===== src/rtl/deck_shuffler_if.sv =====
// deck_shuffler_if: deck RAM access bundle between the shuffler and the RAM/mux side
//   i_Start        start request into the shuffler
//   i_RdData       registered RAM read data into the shuffler
//   o_ShufflerAddr RAM address, o_WrData write data, o_WrEn write enable
//   o_ActShuffler  shuffler owns the RAM, o_Done completion pulse
interface deck_shuffler_if #(parameter int ADDR_W = 6);
  logic              i_Start;
  logic [ADDR_W-1:0] i_RdData;
  logic [ADDR_W-1:0] o_ShufflerAddr;
  logic [ADDR_W-1:0] o_WrData;
  logic              o_WrEn;
  logic              o_ActShuffler;
  logic              o_Done;
  modport master (input i_Start, i_RdData, output o_ShufflerAddr, o_WrData, o_WrEn, o_ActShuffler, o_Done);
  modport slave (output i_Start, i_RdData, input o_ShufflerAddr, o_WrData, o_WrEn, o_ActShuffler, o_Done);
endinterface


===== src/rtl/deck_shuffler.sv =====
// deck_shuffler: writes the ordered deck into the deck RAM, then Fisher-Yates shuffles it using a free-running LFSR
//   i_Clk   clock (also clocks the deck RAM)
//   i_Reset asynchronous active-high reset
//   bus     deck_shuffler_if master: start/read data in, address/write/ownership/done out
module deck_shuffler #(
  parameter int          DECK_SIZE = 52,
  parameter int          ADDR_W    = 6,
  parameter logic [7:0]  LFSR_SEED = 8'hA5
) (
  input logic              i_Clk,
  input logic              i_Reset,
  deck_shuffler_if.master  bus
);
  typedef enum logic [2:0] {S_IDLE, S_INIT, S_PICK, S_RD_I, S_RD_J, S_WR_I, S_WR_J, S_DONE} state_t;
  localparam logic [ADDR_W-1:0] LAST = ADDR_W'(DECK_SIZE - 1);
  localparam logic [ADDR_W-1:0] ONE  = ADDR_W'(1);
  state_t            r_state, w_next;
  logic [7:0]        r_lfsr;
  logic [ADDR_W-1:0] r_k, r_i, r_j, r_vi;
  logic [ADDR_W-1:0] w_k, w_i, w_j, w_vi, w_rand, w_addr, w_data;
  logic              w_we, w_act, w_done;
  assign w_rand = r_lfsr[ADDR_W-1:0];
  always_ff @(posedge i_Clk or posedge i_Reset)
    if (i_Reset) begin
      r_state <= S_IDLE;
      r_lfsr  <= LFSR_SEED;
      r_k     <= '0;
      r_i     <= '0;
      r_j     <= '0;
      r_vi    <= '0;
    end else begin
      r_state <= w_next;
      r_lfsr  <= {r_lfsr[6:0], r_lfsr[7] ^ r_lfsr[5] ^ r_lfsr[4] ^ r_lfsr[3]};
      r_k     <= w_k;
      r_i     <= w_i;
      r_j     <= w_j;
      r_vi    <= w_vi;
    end
  always_comb begin
    w_next = r_state;
    w_k    = r_k;
    w_i    = r_i;
    w_j    = r_j;
    w_vi   = r_vi;
    w_addr = '0;
    w_data = '0;
    w_we   = 1'b0;
    w_act  = 1'b0;
    w_done = 1'b0;
    case (r_state)
      S_IDLE: begin
        w_k    = '0;
        w_next = bus.i_Start ? S_INIT : S_IDLE;
      end
      S_INIT: begin
        w_addr = r_k;
        w_data = r_k;
        w_we   = 1'b1;
        w_act  = 1'b1;
        w_k    = r_k + ONE;
        w_i    = LAST;
        w_next = (r_k == LAST) ? S_PICK : S_INIT;
      end
      S_PICK: begin
        // rejection sampling: only accept an LFSR draw already inside 0..i
        w_act  = 1'b1;
        w_j    = (w_rand <= r_i) ? w_rand : r_j;
        w_next = (w_rand <= r_i) ? S_RD_I : S_PICK;
      end
      S_RD_I: begin
        w_act  = 1'b1;
        w_addr = r_i;
        w_next = S_RD_J;
      end
      S_RD_J: begin
        w_act  = 1'b1;
        w_addr = r_j;
        w_vi   = bus.i_RdData;
        w_next = S_WR_I;
      end
      S_WR_I: begin
        // read data now holds mem[j], requested during RD_J
        w_act  = 1'b1;
        w_addr = r_i;
        w_data = bus.i_RdData;
        w_we   = 1'b1;
        w_next = S_WR_J;
      end
      S_WR_J: begin
        w_act  = 1'b1;
        w_addr = r_j;
        w_data = r_vi;
        w_we   = 1'b1;
        w_i    = (r_i == ONE) ? r_i : r_i - ONE;
        w_next = (r_i == ONE) ? S_DONE : S_PICK;
      end
      S_DONE: begin
        w_done = 1'b1;
        w_next = S_IDLE;
      end
      default: w_next = S_IDLE;
    endcase
  end
  assign bus.o_ShufflerAddr = w_addr;
  assign bus.o_WrData       = w_data;
  assign bus.o_WrEn         = w_we;
  assign bus.o_ActShuffler  = w_act;
  assign bus.o_Done         = w_done;
endmodule

===== src/flat_wrapper.sv =====
// flat-port wrapper written by rule: the top's interface ports become plain ports
module deck_shuffler_flat 
#(
  parameter int          DECK_SIZE = 52,
  parameter int          ADDR_W    = 6,
  parameter logic [7:0]  LFSR_SEED = 8'hA5
)
  (i_Clk, i_Reset, bus_i_Start, bus_i_RdData, bus_o_ShufflerAddr, bus_o_WrData, bus_o_WrEn, bus_o_ActShuffler, bus_o_Done);
  deck_shuffler_if #(.ADDR_W(ADDR_W)) bus_i ();
  input logic i_Clk;
  input logic i_Reset;
  input wire logic [$bits(bus_i.i_Start)-1:0] bus_i_Start;
  input wire logic [$bits(bus_i.i_RdData)-1:0] bus_i_RdData;
  output wire logic [$bits(bus_i.o_ShufflerAddr)-1:0] bus_o_ShufflerAddr;
  output wire logic [$bits(bus_i.o_WrData)-1:0] bus_o_WrData;
  output wire logic [$bits(bus_i.o_WrEn)-1:0] bus_o_WrEn;
  output wire logic [$bits(bus_i.o_ActShuffler)-1:0] bus_o_ActShuffler;
  output wire logic [$bits(bus_i.o_Done)-1:0] bus_o_Done;
  assign bus_i.i_Start = bus_i_Start;
  assign bus_i.i_RdData = bus_i_RdData;
  assign bus_o_ShufflerAddr = bus_i.o_ShufflerAddr;
  assign bus_o_WrData = bus_i.o_WrData;
  assign bus_o_WrEn = bus_i.o_WrEn;
  assign bus_o_ActShuffler = bus_i.o_ActShuffler;
  assign bus_o_Done = bus_i.o_Done;
  deck_shuffler #(.DECK_SIZE(DECK_SIZE), .ADDR_W(ADDR_W), .LFSR_SEED(LFSR_SEED)) u_core (.i_Clk(i_Clk), .i_Reset(i_Reset), .bus(bus_i));
endmodule

===== config.mk =====
export PLATFORM = sky130hd
export DESIGN_NAME = deck_shuffler_flat
export DESIGN_NICKNAME = d
export VERILOG_FILES = /design/src/rtl/deck_shuffler_if.sv /design/src/rtl/deck_shuffler.sv /design/src/flat_wrapper.sv
export SDC_FILE = /design/constraint.sdc
export NUM_CORES = 1
export LEC_CHECK = 0
export BUFFER_PORTS_ARGS = -buffer_cell sky130_fd_sc_hd__buf_4
export CORE_ASPECT_RATIO = 0.6
export CORE_UTILIZATION = 35
export DETAILED_ROUTE_END_ITERATION = 8
export SYNTH_ARGS = -nofsm -noshare
export SYNTH_HDL_FRONTEND = slang
export SYNTH_SLANG_ARGS = --single-unit

===== constraint.sdc =====
create_clock -name i_Clk -period 1.67 [get_ports i_Clk]
set_input_delay 0.0835 -clock i_Clk [delete_from_list [all_inputs] [get_ports i_Clk]]
set_output_delay 0.0835 -clock i_Clk [all_outputs]
set_load 0.1 [all_outputs]

==> qor.yml <==
synthesis:
  avgSynthCellArea_um2: 9.02
  synthFlopType: "dfrtp_1"
  synth.top_cell.area_share_pct: 33.7
  synth_warnings: 0
  synth_area_leaders: "dfrtp_1 (34%), ha_1 (4.9%), dfstp_2 (4.6%)"
  yosysUniqueCellTypes: 48
  synth_cells: 255
  synth_enable_flop_cells: 0
  synthArstFlopShare_pct: 100
  synth_seq_cells: 35
  synth_area_leader_cell: "dfrtp_1"
  synth_nets: 273
  ys_seq_area_share_pct: 38.3
  synth_area_um2: 2300
sta:
  maxSlewHeadroom_pct: 67.2
  rsz0062_at_grt: "yes"
  drv_slew: 0
  min_period_ps: 1740
  tightest_slew_ps: 492
  period_share_pct: 104
  fmax_mhz: 576
  setup_slack_ps: -65.1
  setup_violations: 14
  fin_skew_ps: 8.06
  hold_viol_final: 0
power_and_ir_drop:
  p_per_area_nw_per_um2: 1690
  switching_power_w: 0.00313
  p_seq_share_pct: 19.9
  sw_frac_of_total_pct: 50.9
  clock_power_share_pct: 10.9
  ir_drop_uv: 1360
  leakagePower_nw: 1.50
  total_power_w: 0.00615
  p_comb_share_pct: 69.2
  internal_power_w: 0.00302
hold_path:
  whs_endpoint: "u_core.r_vi[3]"
  min_from: "bus_i_RdData[3]"
  hold_path_depth: 2
  hp-class: "in2reg"
floorplan:
  fp.dieH_um: 64.8
  pin_count: 24
  initial_core_util_pct: 37.0
  fp-row-count: 22
  core_um2: 6220
  dieArea_um2: 6910
  die_w_um: 107
clocking:
  cts_max_level: 2
  clk_pin_slew_ps: 80
  cts_tree: "built"
  cts.sinks: 35
  cts-root-buf: "clkbuf_8"
  insertion_delay_ps: 300
  cts_made_buffers: 5
  cts_max_path_buffers: 2
final_layout:
  stdcell_count: 409
  num_antenna_cells: 0
  drive_above_1_share_pct: 52.6
  n_fill_cell: 530
  area_growth_pct: 58.3
  nNetsFinal: 342
routing:
  drt_iter0_markers: 110
  viasPerCell: 5.59
  wl_met3_um: 411
  drc: 0
  ant_nets: 0
  dr.max_layer_used: "met4"
  num_vias: 2285
  drt_wl_total_um: 7190
  met2_length_um: 2890
  first_pass_iters: 4
  met1Wirelength_um: 3830
  avgRoutedWirePerCell_um: 17.6
setup_path:
  crit_fanout: 10
  regToRegEndpoint: "u_core.r_i[1]"
  critical_path_required_ps: 1590
  arrival_ps: 1650
  crit_chain: "buf_6 -> buf_12 -> a21oi_2 -> o21ai_1 -> a22o_2 -> buf_12"
  cp-start-kind: "flop"
  rr_startpoint: "u_core.r_i[1]"
  crit_path_max_incr_delay_ps: 460
  cpMaxStageDelayCell: "dfrtp_2"
  rr_worst_depth: 6
  critPathCaptureType: "output pin"
  r2r_slack_ps: -40
  critPathKind: "reg2out"
  crit_top_cell: "buf_12"
outcome:
  outcome: "complete, but fails checks"
  failed_checks: "setup timing"
global_routing:
  grt_pass1_vias: 2099
  antenna_found_initial: 0
  grt_first_pass_wirelength_um: 11300
  globalRouteOverflowTotal: 0
  grt_max_degree: 36
  grt_usage_pct: 21.6
placement:
  io_buffer_count: 23
  hpwl_um: 4960
  place_inst: 386
  place.gp.congestion: 0.942
flow_run:
  maxCapViolations: 0
[Yosys cell counts (8+ instances only)]
master	n
buf_2	10
nand2_1	25
mux2_2	8
a21oi_1	14
nor2_1	11
dfrtp_1	31
nor2b_1	9
o21ai_1	14
inv_1	15
ha_1	9
nand3_1	9
a22o_1	9
[metrics by stage]
stage / hold WS, ps / TNS [ps] / setup WS (ps) / utilization (%) / cell area, um^2
6_report: 23.9 / -468 / -65.1 / 58.5 / 3640
4_1_cts: 18.7 / -229 / -50.3 / 53.3 / 3320
3_3_place_gp: 236 / -79.4 / -16.8 / 47.8 / 2980
5_1_grt: 23.6 / -1780 / -130 / 58.5 / 3640
3_5_place_dp: 247 / -346 / -66.0 / 47.8 / 2980
2_1_floorplan: 235 / -489 / -276 / - / 2490
[worst max-delay path: cells and delay by family, from the launching register on]
| kind | cells | cell delay [ps] |
|---|---|---|
| AOI/OAI and AO/OA | 3 | 410 |
| buffers and inverters | 3 | 470 |
| DFF | 1 | 460 |
[worst max-delay path by stage]
stage | start | end | slack (ps) | cells after the start
finish | u_core.r_state[2] | bus_o_ShufflerAddr[4] | -70 | 6
global route | u_core.r_i[1] | u_core.r_i[1] | -130 | 6
CTS | u_core.r_state[2] | bus_o_ShufflerAddr[4] | -50 | 6
detailed placement | u_core.r_lfsr[3] | u_core.r_j[3] | -70 | 7
global placement | u_core.r_lfsr[3] | u_core.r_j[2] | -20 | 7
floorplan | u_core.r_state[2] | bus_o_ActShuffler | -280 | 5
[power by group through the flow]
stage	clock network, W	logic, W	registers (W)
finish	0.000670	0.00426	0.00123
floorplan	0	0.00281	0.00116
detailed placement	0	0.00349	0.00122
global placement	0	0.00347	0.00122
CTS	0.000687	0.00399	0.00122
global route	0.000721	0.00447	0.00126
[what timing repair did]
action / 4_1_cts / 5_1_grt
buffers inserted: 7 / 8
hold buffers: 1 / 0
endpoints found under the setup margin: 22 / 27
pin swaps: 7 / 18
resized for setup: 56 / 50
endpoints found under the hold margin: 31 / 0
cloned: 1 / 0
[cell usage in the layout (no fill, tap or decap), types with 6 or more instances in the layout]
master,instances
nand3_1,7
dfrtp_1,29
mux2_2,8
a21oi_2,8
o21ai_4,6
o211ai_1,6
inv_1,11
nand4bb_1,6
nand2_1,23
buf_4,50
o21ai_1,8
clkbuf_8,6
buf_12,11
nor2_1,9
buf_6,11
ha_4,6
[logic make-up after synthesis]
logic type	synth area share, %
xor+xnor	1.52
flops	38.3
simple gates	23.3
fa+ha+maj	4.90
mux	3.92
buf+inv	5.77
compound gates	22.3
[metal layers]
layer,GRT usage (%),up-vias
li1,-,1087
met1,35.7,1121
met2,27.7,71
met3,3.82,6
met4,4.62,0
met5,0,-
[flip-flops by register name (all words and copies together) (netlist names)]
name / cells
u_core.r_lfsr: 8
u_core.r_i: 6
u_core.r_j: 6
u_core.r_k: 6
u_core.r_vi: 6
u_core.r_state: 3
[final cells by class]
cell class                 count  area [um^2]  share of cell area (%)
clock inverter                 1         5.00                   0.138
tap                           84          105                    2.89
timing repair buffer          77          790                    21.7
multi-input combinational    190         1710                    47.1
clock buffer                   7         86.3                    2.37
sequential                    35          883                    24.3
inverter                      15         56.3                    1.55
Power figures use the tool's default switching activity.
